`src/rtl/cbus_pkg.sv`:
```
// Shared C-bus/B-bus destination codes and write-back FSM state.
// Imported by cbus_writeback, cbus_mem_wr and the B-bus mux.
package cbus_pkg;

    localparam logic [3:0] CF_NONE = 4'd0;
    localparam logic [3:0] CF_PC   = 4'd1;
    localparam logic [3:0] CF_R    = 4'd2;
    localparam logic [3:0] CF_R1   = 4'd3;
    localparam logic [3:0] CF_R2   = 4'd4;
    localparam logic [3:0] CF_R3   = 4'd5;
    localparam logic [3:0] CF_R4   = 4'd6;
    localparam logic [3:0] CF_TR   = 4'd7;
    localparam logic [3:0] CF_TR2  = 4'd8;
    localparam logic [3:0] CF_TR4  = 4'd9;
    localparam logic [3:0] CF_AC   = 4'd10;
    localparam logic [3:0] CF_MEM  = 4'd11;
    localparam logic [3:0] CF_R5   = 4'd12;

    typedef enum logic {
        ST_IDLE,
        ST_WAIT
    } wr_state_t;

endpackage

```
`src/rtl/cbus_mem_wr.sv`:
```
// Byte write to data memory: IDLE/WAIT req/ack FSM.
// In: req, wdata, addr, mem_ack. Out: mem_addr, mem_wdata, mem_we, busy, wr_err.
module cbus_mem_wr
    import cbus_pkg::*;
#(
    parameter int MEM_AW = 16
) (
    input  logic              clk,
    input  logic              rst_n,
    input  logic              req,
    input  logic [7:0]        wdata,
    input  logic [MEM_AW-1:0] addr,
    input  logic              mem_ack,
    output logic [MEM_AW-1:0] mem_addr,
    output logic [7:0]        mem_wdata,
    output logic              mem_we,
    output logic              busy,
    output logic              wr_err
);

    wr_state_t state;

    always_ff @(posedge clk or negedge rst_n) begin
        if (!rst_n) begin
            state     <= ST_IDLE;
            mem_addr  <= '0;
            mem_wdata <= '0;
            mem_we    <= 1'b0;
            busy      <= 1'b0;
            wr_err    <= 1'b0;
        end else begin
            case (state)
                ST_IDLE: begin
                    if (req) begin
                        mem_wdata <= wdata;
                        mem_addr  <= addr;
                        mem_we    <= 1'b1;
                        busy      <= 1'b1;
                        state     <= ST_WAIT;
                    end
                end
                ST_WAIT: begin
                    // a second request while busy is dropped
                    if (req)
                        wr_err <= 1'b1;
                    if (mem_ack) begin
                        mem_we <= 1'b0;
                        busy   <= 1'b0;
                        state  <= ST_IDLE;
                    end
                end
                default: state <= ST_IDLE;
            endcase
        end
    end

endmodule

```
`src/rtl/cbus_writeback.sv`:
```
// C-bus write-back: register file, inc strobes, memory byte write.
// In: cflag, C_bus, *_inc, mem_ack. Out: registers, mem_*, busy, wr_err,
// and z when CBUS_ZFLAG_EN is defined.
module cbus_writeback
    import cbus_pkg::*;
#(
    parameter int          MEM_AW   = 16,
    parameter logic [15:0] RESET_PC = 16'h0000
) (
    input  logic              clk,
    input  logic              rst_n,
    input  logic [3:0]        cflag,
    input  logic [15:0]       C_bus,
    input  logic              pc_inc,
    input  logic              r1_inc,
    input  logic              r2_inc,
    input  logic              ac_inc,
    input  logic              mem_ack,
    output logic [15:0]       PC,
    output logic [15:0]       R,
    output logic [15:0]       R1,
    output logic [15:0]       R2,
    output logic [15:0]       R3,
    output logic [15:0]       R4,
    output logic [15:0]       R5,
    output logic [15:0]       TR,
    output logic [15:0]       TR2,
    output logic [15:0]       TR4,
    output logic [15:0]       AC,
`ifdef CBUS_ZFLAG_EN
    output logic              z,
`endif
    output logic [MEM_AW-1:0] mem_addr,
    output logic [7:0]        mem_wdata,
    output logic              mem_we,
    output logic              busy,
    output logic              wr_err
);

    // increments first, write last: same-register write overrides inc
    always_ff @(posedge clk or negedge rst_n) begin
        if (!rst_n) begin
            PC  <= RESET_PC;
            R   <= '0;
            R1  <= '0;
            R2  <= '0;
            R3  <= '0;
            R4  <= '0;
            R5  <= '0;
            TR  <= '0;
            TR2 <= '0;
            TR4 <= '0;
            AC  <= '0;
        end else begin
            if (pc_inc) PC <= PC + 16'd1;
            if (r1_inc) R1 <= R1 + 16'd1;
            if (r2_inc) R2 <= R2 + 16'd1;
            if (ac_inc) AC <= AC + 16'd1;
            case (cflag)
                CF_PC:   PC  <= C_bus;
                CF_R:    R   <= C_bus;
                CF_R1:   R1  <= C_bus;
                CF_R2:   R2  <= C_bus;
                CF_R3:   R3  <= C_bus;
                CF_R4:   R4  <= C_bus;
                CF_TR:   TR  <= C_bus;
                CF_TR2:  TR2 <= C_bus;
                CF_TR4:  TR4 <= C_bus;
                CF_AC:   AC  <= C_bus;
                CF_R5:   R5  <= C_bus;
                default: ;
            endcase
        end
    end

`ifdef CBUS_ZFLAG_EN
    logic        ac_wr;
    logic [15:0] ac_next;

    always_comb begin
        ac_wr   = (cflag == CF_AC);
        ac_next = ac_wr ? C_bus : AC + 16'd1;
    end

    always_ff @(posedge clk or negedge rst_n) begin
        if (!rst_n)
            z <= 1'b0;
        else if (ac_wr || ac_inc)
            z <= (ac_next == 16'h0000);
    end
`endif

    cbus_mem_wr #(
        .MEM_AW(MEM_AW)
    ) u_mem_wr (
        .clk       (clk),
        .rst_n     (rst_n),
        .req       (cflag == CF_MEM),
        .wdata     (C_bus[7:0]),
        .addr      (R[MEM_AW-1:0]),
        .mem_ack   (mem_ack),
        .mem_addr  (mem_addr),
        .mem_wdata (mem_wdata),
        .mem_we    (mem_we),
        .busy      (busy),
        .wr_err    (wr_err)
    );

endmodule

```
`config.mk`:
```
export PLATFORM = sky130hd
export DESIGN_NAME = cbus_writeback
export DESIGN_NICKNAME = d
export VERILOG_FILES = /design/src/rtl/cbus_pkg.sv /design/src/rtl/cbus_mem_wr.sv /design/src/rtl/cbus_writeback.sv
export SDC_FILE = /design/constraint.sdc
export NUM_CORES = 1
export LEC_CHECK = 0
export BUFFER_PORTS_ARGS = -buffer_cell sky130_fd_sc_hd__buf_2
export CORE_MARGIN = 2
export CORE_UTILIZATION = 57
export DETAILED_ROUTE_END_ITERATION = 10
export PLACE_DENSITY_LB_ADDON = 0.25
export SETUP_SLACK_MARGIN = 0.4
export SYNTH_ARGS = -nofsm -noshare
export SYNTH_HDL_FRONTEND = slang
export SYNTH_SLANG_ARGS = --single-unit
export TNS_END_PERCENT = 30
```
`constraint.sdc`:
```
create_clock -name clk -period 3 [get_ports clk]
set_input_delay 0.6 -clock clk [delete_from_list [all_inputs] [get_ports clk]]
set_output_delay 0.6 -clock clk [all_outputs]
set_load 0.03 [all_outputs]
```
# Word-level counts from Yosys, hierarchy flattened
# Cells that the tools add are included.
# totals
ff_bits	203
inputBits	27
out_inout_bits	203
elab_cells	56
# op_classes
n_addsub	4
n_eq_ne	14
muxes	14
n_bitwise	1
reduce_logical	7
# op_table
cell	count
$mux W16	8
$add A16 B1 Y16 const B	4
$eq A4 B4 Y1 const B	5
$eq A4 B3 Y1 const B	4
$eq A4 B2 Y1 const B	2
$reduce_bool A2 Y1	4
$reduce_and A2 Y1	3
$eq A4 B1 Y1 const B	1
$mux W1	4
$pmux W1 S2	2
$ne A2 B1 Y1 const B	1
$ne A2 B2 Y1 const B	1
$not A1 Y1	1

# Depth between registers and ports, before layout
# Gate-level depths: netlist of the first run.
# logic_depth
ltp_word	3
mapped_depth	7
ltp_nobuf	5

# By module
# A second synthesis of the first run with hierarchy kept.
# unflattened
cells_unflattened	730
area_unflattened_um2	9018.6
# by_module_without_submodules
mod	n_inst	cells_per_inst	area_each_um2	seq_area_each_um2
cbus_writeback	1	668	7898.8	4404.2
cbus_mem_wr	1	62	1119.8	675.6

# Worst setup path after synthesis of the first run
# Ideal clock, no wire load.
# synth_timing
path_kind	input -> register
startpoint	in cflag[0]
endpoint	reg R[10]
setup_time_ns	0.125
arrival_time_ns	1.826
required_ns	2.875
slack_ns	1.049
stages	5
path_buffers	2
path_cell_list	buf_2 > nand2b_1 > nor3_2 > buf_4 > mux2_2
# synth_between
elab_chain_len	1
# synth_lines
item	line	rtl
start: declaration	cbus_writeback.sv:12	input logic [3:0] cflag,
$eq A4 B2 Y1	cbus_writeback.sv:59	case (cflag)
end signal: assignment	cbus_writeback.sv:61	CF_R: R <= C_bus;
end: declaration	cbus_writeback.sv:20	output logic [15:0] R,
# Every way passes these cells.
# A chain may end at the register's enable or synchronous reset.

# Final worst setup path of the first run
# layout_timing
startpoint	reg R1[5]
endpoint	out R1[5]
# layout_lines
item	line	rtl
start: declaration	cbus_writeback.sv:21	output logic [15:0] R1,
start signal: assignment	cbus_writeback.sv:56	if (r1_inc) R1 <= R1 + 16'd1;
start signal: assignment	cbus_writeback.sv:62	CF_R1: R1 <= C_bus;
# No word-level cell between the ends.

==> run_results.csv, run 1 <==
group,metric,value,unit
die,die_w,128.8,µm
critical_path,crit_chain,"buf_2",
clock_network,cts_tree,"done",
run_status,outcome,"completed",
placement,hpwl,15690,µm
clock_network,htreeDepth,1,
power_and_ir_drop,leakagePower,4.967,nW
yosys,synthFlopType,"dfrtp_1",
die,io_pins,230,
global_routing,grt_pass1_wl,35760,µm
yosys,synthesis.nets,767,
yosys,yosys.cell_count.top_type,"dfrtp_1",
global_routing,track_usage,0.2831,
critical_path,cp-start-kind,"flop",
timing,fin_crit,1.825,ns
critical_path,worstSetupPathType,"flop to output pin",
die,rows,45,
yosys,synth_edf_count,0,
clock_network,cts.clk_slew.worst_paths,0.06,ns
critical_path,arrival,1.23,ns
cells_and_area,layout-drive-gt1-share,0.4162,
global_routing,overflow,0,
clock_network,clk_latency,0.50,ns
power_and_ir_drop,power,10.31,mW
yosys,syn_area,8879,µm²
yosys,synth_async_sr_flop_share,1.000,
timing,period_share,0.6085,
routing,first_pass_iters,4,
timing,setup-violations-final,0,
die,fp.dieArea,16590,µm²
timing,rsz0062_at_grt,"no",
yosys,synth_seq_area_share,0.5722,
cells_and_area,insertedDiodeCount,0,
clock_network,cts_made_buffers,21,
die,initial_utilization,0.5840,
routing,vias,6545,
global_routing,antenna_found_initial,0,
clock_network,postCtsHoldBufs,0,
clock_network,cts_max_path_buffers,3,
timing,clock_skew,0.01657,ns
timing,finalSetupTns,0,ns
cells_and_area,area_growth,23.96,%
yosys,yosysWarnings,0,
global_routing,grt_max_degree,74,
routing,postRouteAntennaNets,0,
placement,routabilityCongestion,0.8419,
timing,slew_headroom,0.6069,
timing,hold_viol_final,0,
min_path,hold_path.class,"input port to asynchronous set/reset pin",
routing,wl_per_cell,19.96,µm
yosys,synthCells,736,
yosys,synth.distinct_cells,36,
critical_path,r2r_start,"AC[5]",
yosys,synth_top_area_frac,0.5722,
timing,fmax,0.5478,GHz
placement,io_buffers,229,
critical_path,crit_path_end_kind,"output pin",
critical_path,cp_top_family,"flip-flops",
critical_path,cp_slowest_stage_delay,0.49,ns
yosys,synthTopCellsByArea,"dfrtp_1 (57%), mux2_2 (14%), nand2_1 (3.8%), mux2_1 (3.6%), xnor2_1 (3.6%)",
routing,drc,0,
clock_network,clock-sinks,203,
yosys,synthTopCellsByCount,"dfrtp_1 (203), mux2_2 (108), nand2_1 (90)",
critical_path,required,2.40,ns
global_routing,grt_pass1_vias,6384,
yosys,syn_area_per_cell,12.06,µm²
critical_path,critical_path_buf_inv_count,1,
routing,totalWireLength,23170,µm
routing,drt_iter0_markers,368,
power_and_ir_drop,p_per_area,936.4,nW/µm²
clock_network,cts_setup_buffers,0,
yosys,yosysTopAreaCell,"dfrtp_1",
yosys,ys_ff_latch,203,
die,die_h,128.8,µm
critical_path,path_max_fanout,8,
clock_network,ctsResizeCount,0,
timing,finalMaxSlewViolations,0,
critical_path,crit_start,"R1[5]",
clock_network,cts-root-buf,"clkbuf_16",
power_and_ir_drop,peakVddDrop,782.4,µV
die,core_area,15200,µm²
job,cap_violations,0,
critical_path,crit_slowest_cell,"dfrtp_1",
cells_and_area,layout.nets,989,
routing,avgViaCountPerCell,5.637,
timing,worst_pin_slew,0.5896,ns
worst register-to-register path, stage by stage (launching register included):
cell and delay [ns]:
dfrtp_1 0.45, nand4_1 0.24, nor3_1 0.47, a31oi_1 0.15
o31a_1 0.29
metal layers:
| metal | share of wire | track usage | routed length, µm |
|---|---|---|---|
| met1 | 0.41 | 0.3730 | 9496 |
| met2 | 0.48 | 0.4641 | 11020 |
| met3 | 0.089 | 0.07983 | 2056 |
| met4 | 0.026 | 0.08120 | 595 |
| met5 | 0 | 0 | 0 |
cells in the final DEF, fill, tap and decap left out, types with 2 or more instances in the layout:
cell / Yosys / final
mux2_1: 28 / 28
nand4_1: 22 / 22
mux2_2: 108 / 108
nor2_1: 17 / 17
nor4_1: 18 / 18
nand3_1: 16 / 16
o21ai_0: 55 / 55
nor4b_4: 0 / 2
nor3_1: 11 / 11
nor3_2: 3 / 3
ha_1: 4 / 4
buf_4: 3 / 17
nor4bb_4: 0 / 2
o21ai_1: 3 / 3
clkbuf_8: 0 / 8
nand2_1: 90 / 90
clkinv_4: 0 / 2
buf_12: 0 / 2
nand2b_1: 7 / 7
dfrtp_1: 203 / 203
xor2_1: 15 / 15
clkinv_2: 0 / 2
a21o_1: 2 / 2
or2_1: 4 / 4
or4_1: 3 / 3
xnor2_1: 36 / 36
bufinv_16: 0 / 2
buf_2: 16 / 228
and4_1: 4 / 4
clkbuf_16: 0 / 21
mux2i_1: 11 / 11
inv_1: 8 / 8
clkinvlp_4: 0 / 2
nor2b_1: 4 / 4
nor2_2: 3 / 3
and3_1: 2 / 2
final timing paths:
check	to	slack (ns)	cells after the start
worst max-delay path	R1[5]	1.17	1
min in group clk	u_mem_wr.busy	0.30	2
worst min-delay path	R1[4]	0.11	1
max in group asynchronous	R4[13]	2.16	2
worst max register to register	AC[14]	1.28	4
worst min register to register	u_mem_wr.wr_err	0.46	1
cell families after synthesis:
kind of cell / share of synthesized area
AND/OR/NAND/NOR: 0.1216
AO/OA/AOI/OAI: 0.03777
multiplexers: 0.1849
buffers and inverters: 0.02762
XOR/XNOR: 0.05031
adder cells (fa/ha/maj): 0.005637
flip-flops: 0.5722
report_power, final:
part           switching (mW)  internal, mW
clock                    1.06          1.64
combinational            2.37          1.12
sequential              0.656          3.46
total                    4.09          6.22
metrics by stage:
| step | area [µm²] | util | setup WS, ns | std cells | hold slack [ns] |
|---|---|---|---|---|---|
| after detailed placement | 10270 | 0.6755 | 0.9218 | 1123 | 0.4525 |
| after global routing | 11010 | 0.7240 | 1.124 | 1161 | 0.1532 |
| final | 11010 | 0.7240 | 1.175 | 1161 | 0.1121 |
| after CTS | 11010 | 0.7240 | 1.168 | 1161 | 0.1306 |
| after global placement | 10270 | 0.6755 | 0.9873 | 1123 | 0.4413 |
| after floorplan | 8879 | - | 1.049 | 736 | 0.3044 |
area by class of cell:
class | count | area [µm²]
clock buffers | 29 | 625.6
inverters | 8 | 30.03
repair buffers | 248 | 1323
well taps | 188 | 235.2
multi-input cells | 476 | 3601
flip-flops and latches | 203 | 5080
clock inverters | 9 | 111.4
fillers | 1077 | 4197
No activity file was read; power rests on OpenSTA's default activity.
==> run 2: changes to the inputs <==
- ABC_AREA: default -> 1
- CORE_UTILIZATION: 57 -> 48
- clock period: 3 -> 1.5 ns (I/O delays scaled with it)
==> run 2 against run 1 <==
Effect of this change: synthesized cell count rose by 51%; critical path depth did not move; highest routed layer unchanged; power rose by 120%; clock power rose by 99%; sequential power rose by 90%; via count rose by 43%; combinational power rose to 2.7 times the previous value; count of clock-buffer cells in the layout rose by 1; non-clock buffer count rose by 152; register-to-register slack got worse by 1.2 ns; final cell count rose by 50%; core utilization rose by 1.8 points.
==> run_results.csv, run 2 <==
group,metric,value,unit
critical_path,arrival,1.12,ns
critical_path,cp_slowest_stage_delay,0.39,ns
cells_and_area,final_common_cell,"nand2_1",
routing,postRouteAntennaNets,0,
timing,finalSetupTns,0,ns
die,fp.dieArea,20220,µm²
min_path,hold_path.class,"input port to flop",
global_routing,grt_pass1_wl,46730,µm
critical_path,worstSetupPathType,"flop to output pin",
yosys,yosysWarnings,0,
yosys,synth.distinct_cells,26,
clock_network,cts_max_path_buffers,3,
critical_path,crit_slowest_cell,"dfrtp_1",
timing,fin_crit,1.416,ns
global_routing,grt_max_degree,58,
placement,routabilityCongestion,0.9507,
die,io_pins,230,
die,die_h,142.2,µm
placement,placed_cell_area,11170,µm²
die,die_w,142.2,µm
yosys,synth_seq_area_share,0.5541,
routing,first_pass_iters,7,
critical_path,required,1.20,ns
clock_network,cts.clk_slew.worst_paths,0.06,ns
cells_and_area,final_core_util,0.7418,
yosys,ys_ff_latch,203,
critical_path,regToRegEndpoint,"R2[11]",
critical_path,crit_start,"u_mem_wr.mem_addr[10]",
global_routing,antenna_found_initial,0,
placement,io_buffers,229,
min_path,worstHoldStart,"C_bus[13]",
yosys,synth_async_sr_flop_share,1.000,
cells_and_area,final_cell_mix,"nand2_1 (306), dfrtp_1 (149), o21ai_0 (149), buf_4 (145), buf_6 (139)",
timing,fmax,0.7064,GHz
critical_path,cp_top_family,"flip-flops",
clock_network,clock-sinks,203,
cells_and_area,layout-drive-gt1-share,0.3927,
critical_path,r2r_cells,11,
timing,period_share,0.9437,
critical_path,crit_chain,"buf_2",
die,rows,50,
critical_path,regToRegSetupSlack,0.09,ns
global_routing,track_usage,0.2970,
power_and_ir_drop,seq_power_share,0.348,
yosys,synthCells,1109,
critical_path,cp-start-kind,"flop",
critical_path,endpoint,"mem_addr[10]",
clock_network,cts_tree,"done",
placement,hpwl,19780,µm
yosys,yosys.cell_count.top_type,"nand2_1",
clock_network,htreeDepth,1,
timing,finalMaxSlewViolations,0,
yosys,synth_edf_count,0,
cells_and_area,layout.nets,1522,
die,initial_utilization,0.4901,
power_and_ir_drop,peakVddDrop,1070,µV
cells_and_area,multi_input_area,3870,µm²
clock_network,cts-root-buf,"clkbuf_16",
yosys,synthFlopType,"dfrtp_1",
power_and_ir_drop,p_per_area,1615,nW/µm²
routing,drc,0,
timing,hold_ws,0.06593,ns
routing,totalWireLength,32150,µm
global_routing,grt_pass1_vias,8460,
power_and_ir_drop,leakagePower,6.933,nW
critical_path,crit_path_end_kind,"output pin",
clock_network,cts_made_buffers,23,
timing,setup-violations-final,0,
power_and_ir_drop,p_clk_frac,0.239,
critical_path,critical_path_buf_inv_count,1,
yosys,synthesis.nets,1140,
critical_path,cp.depth,1,
yosys,synthTopCellsByCount,"nand2_1 (334), dfrtp_1 (203), o21ai_0 (165)",
cells_and_area,area_growth,51.36,%
power_and_ir_drop,p_sw_frac,0.3917,
job,cap_violations,0,
yosys,synthTopCellsByArea,"dfrtp_1 (55%), nand2_1 (14%), o21ai_0 (9.0%), inv_1 (5.2%), nand3_1 (3.7%)",
routing,vias,9374,
power_and_ir_drop,switchingPower,8.780,mW
timing,clock_skew,0.009915,ns
routing,drt_iter0_markers,718,
routing,wl_per_cell,18.49,µm
yosys,synth_top_area_frac,0.5541,
timing,rsz0062_at_grt,"yes",
die,core_area,18710,µm²
yosys,syn_area,9168,µm²
power_and_ir_drop,p_comb_frac,0.413,
timing,worst_pin_slew,0.4964,ns
cells_and_area,fill_cells,1318,
global_routing,overflow,0,
yosys,syn_area_per_cell,8.266,µm²
routing,avgViaCountPerCell,5.390,
yosys,yosysTopAreaCell,"dfrtp_1",
cells_and_area,final_area,13880,µm²
cells_and_area,ff_latch_area,5147,µm²
clock_network,clk_latency,0.50,ns
run_status,outcome,"completed",
timing,slew_headroom,0.6687,
critical_path,r2r_start,"R2[1]",
critical_path,path_max_fanout,2,
timing,hold_viol_final,0,
power_and_ir_drop,p_int,13.63,mW
cells_and_area,insertedDiodeCount,0,
[run 2: through the flow]
stage / instances / total power [mW] / worst slack (ns)
after floorplan: 1109 / 12.07 / 0.2540
after global placement: 1580 / 14.20 / 0.06030
after detailed placement: 1580 / 14.33 / 0.01167
after CTS: 1694 / 21.17 / 0.08563
after global routing: 1739 / 23.41 / 0.03008
final: 1739 / 22.41 / 0.08441
[run 2: final cells by class]
cell class,count,share of cell area
Multi-Input combinational cell,732,0.2789
Clock buffer,30,0.04482
Clock inverter,9,0.005861
Tap cell,234,0.02110
Sequential cell,203,0.3710
Timing Repair Buffer,400,0.2420
Inverter,131,0.03634
[run 2: timing repair]
action	in CTS	in global routing
gates resized for setup	150	231
endpoints found under the setup margin	253	283
hold buffers	2	0
buffers inserted	73	45
pin swaps	0	35
hold endpoints to repair	34	0
[run 2: worst min-delay path by stage]
| stage | cells past startpoint | end | slack, ns |
|---|---|---|---|
| floorplan | 0 | AC[0] | 0.004 |
| global placement | 1 | u_mem_wr.mem_addr[1] | 0.26 |
| detailed placement | 1 | u_mem_wr.busy | 0.25 |
| CTS | 3 | R2[13] | 0.06 |
| global route | 3 | R2[13] | 0.09 |
| finish | 3 | R2[13] | 0.07 |
[run 2: kinds of logic (layout without fill, tap and decap cells)]
logic type,count (synthesis),in the layout,share of synthesized area
buffers and inverters,174,570,0.07384
DFF,203,203,0.5541
and+or+nand+nor,483,483,0.2140
adders and majority gates,4,4,0.005459
AOI/OAI and AO/OA,224,224,0.1325
xor gates and xnor gates,21,21,0.02006
[run 2: metal layers]
layer	GRT usage	vias up	part of all wire
met5	0	-	0
met4	0.08947	0	0.031
met3	0.06023	73	0.094
met2	0.4772	497	0.48
met1	0.4098	4441	0.39
li1	-	4363	-
[run 2: power by group through the flow]
stage | Combinational (mW) | Clock, mW | Sequential (mW)
4_1_cts | 8.13 | 5.38 | 7.66
6_report | 9.25 | 5.36 | 7.80
3_5_place_dp | 6.30 | 0 | 8.03
5_1_grt | 9.88 | 5.64 | 7.89
2_1_floorplan | 1.87 | 0 | 10.2
3_3_place_gp | 6.18 | 0 | 8.02
==> run 3: changes to the inputs <==
- CORE_MARGIN: 2 -> 8
==> run 3 against run 2 <==
Effect of this change: cell area shrank 0.75%; first-iteration DRC count shrank 16%; clock power shrank 4.7%; critical path type unchanged; largest power group unchanged.
==> run_results.csv, run 3 (synthesis gave the netlist of run 2 again) <==
group,metric,value,unit
power_and_ir_drop,p_per_area,1609,nW/µm²
die,rows,50,
timing,hold_viol_final,0,
clock_network,htreeDepth,1,
critical_path,worstSetupPathType,"flop to output pin",
clock_network,clock-sinks,203,
die,core_area,18710,µm²
timing,setup-violations-final,0,
timing,worst_pin_slew,0.5759,ns
timing,clock_skew,0.01311,ns
timing,fin_crit,1.409,ns
cells_and_area,final_common_cell,"nand2_1",
critical_path,regToRegSetupSlack,0.13,ns
job,cap_violations,0,
routing,wl_per_cell,19.31,µm
run_status,outcome,"completed",
global_routing,overflow,0,
cells_and_area,final_area,13770,µm²
cells_and_area,insertedDiodeCount,0,
routing,drt_iter0_markers,603,
cells_and_area,final_cell_mix,"nand2_1 (307), dfrtp_1 (148), o21ai_0 (144), buf_4 (144), buf_6 (134)",
die,die_w,154.2,µm
placement,placed_cell_area,11180,µm²
die,die_h,154.2,µm
routing,vias,9452,
placement,hpwl,21040,µm
cells_and_area,layout-drive-gt1-share,0.3901,
critical_path,crit_chain,"buf_6",
timing,slew_headroom,0.6156,
routing,drc,0,
global_routing,antenna_found_initial,0,
cells_and_area,layout.nets,1518,
power_and_ir_drop,leakagePower,6.898,nW
global_routing,grt_max_degree,49,
critical_path,critical_path_buf_inv_count,1,
critical_path,arrival,1.11,ns
die,fp.dieArea,23780,µm²
critical_path,required,1.20,ns
cells_and_area,final_cells,1736,
routing,postRouteAntennaNets,0,
timing,period_share,0.9395,
clock_network,cts_tree,"done",
timing,fmax,0.7096,GHz
critical_path,cp_slowest_stage_delay,0.45,ns
die,io_pins,230,
critical_path,path_max_fanout,5,
placement,io_buffers,229,
power_and_ir_drop,peakVddDrop,1032,µV
clock_network,clk_latency,0.50,ns
clock_network,cts_max_path_buffers,3,
placement,placedCellCount,1579,
die,initial_utilization,0.4901,
global_routing,grt_pass1_vias,8902,
clock_network,cts.clk_slew.worst_paths,0.07,ns
clock_network,cts_made_buffers,22,
timing,finalMaxSlewViolations,0,
cells_and_area,area_growth,50.23,%
critical_path,crit_path_end_kind,"output pin",
min_path,hold_path.class,"input port to flop",
power_and_ir_drop,power,22.16,mW
cells_and_area,final_core_util,0.7363,
routing,avgViaCountPerCell,5.445,
critical_path,cp_top_family,"flip-flops",
routing,totalWireLength,33530,µm
global_routing,track_usage,0.2633,
placement,routabilityCongestion,0.9075,
critical_path,cp-start-kind,"flop",
global_routing,grt_pass1_wl,49560,µm
routing,first_pass_iters,5,
clock_network,cts-root-buf,"clkbuf_16",
critical_path,crit_slowest_cell,"dfrtp_2",
timing,rsz0062_at_grt,"yes",
[run 3: through the flow]
step                      setup slack, ns   TNS (ns)  hold slack, ns
after floorplan                    0.2540          0        0.004409
after CTS                         0.07777          0        0.005020
after global placement            0.02178          0          0.3105
after detailed placement        -0.007801  -0.007801          0.3002
final                             0.09070          0         0.01509
after global routing             0.008691          0         0.01146
[run 3: layout make-up]
class / instances / area (µm²)
clock buffer: 28 / 614.3
clock inverter: 11 / 62.56
fill: 1295 / 4933
inverter: 131 / 509.2
multi-input combinational: 732 / 3840
sequential: 203 / 5149
tap: 234 / 292.8
timing repair buffer: 397 / 3304
[run 3: repair_timing]
| item | in CTS | in global routing |
|---|---|---|
| buffers inserted | 73 | 44 |
| hold endpoints to repair | 40 | 0 |
| pin swaps | 0 | 28 |
| resized for setup | 150 | 218 |
| hold buffers | 1 | 0 |
| endpoints found under the setup margin | 251 | 271 |
[run 3: worst paths after layout]
check                           startpoint               endpoint  cells after the start
max reg2reg                          R2[0]                  R2[8]                      7
max in group asynchronous            rst_n  u_mem_wr.mem_wdata[7]                      3
min in group asynchronous            rst_n                  R4[0]                      2
min reg2reg                u_mem_wr.wr_err        u_mem_wr.wr_err                      1
max                                 R2[14]                 R2[14]                      1
min                                mem_ack         u_mem_wr.state                      2
[run 3: per-layer routing]
metal	GRT usage	up-vias	share of wire
met4	0.1022	0	0.040
met3	0.06408	85	0.094
met1	0.3422	4499	0.40
li1	-	4354	-
met2	0.4189	514	0.46
met5	0	-	0
[run 3: power breakdown]
group / switching, mW / internal [mW]
registers: 1.06 / 6.74
clock network: 2.21 / 2.90
logic: 5.51 / 3.74
total: 8.78 / 13.4
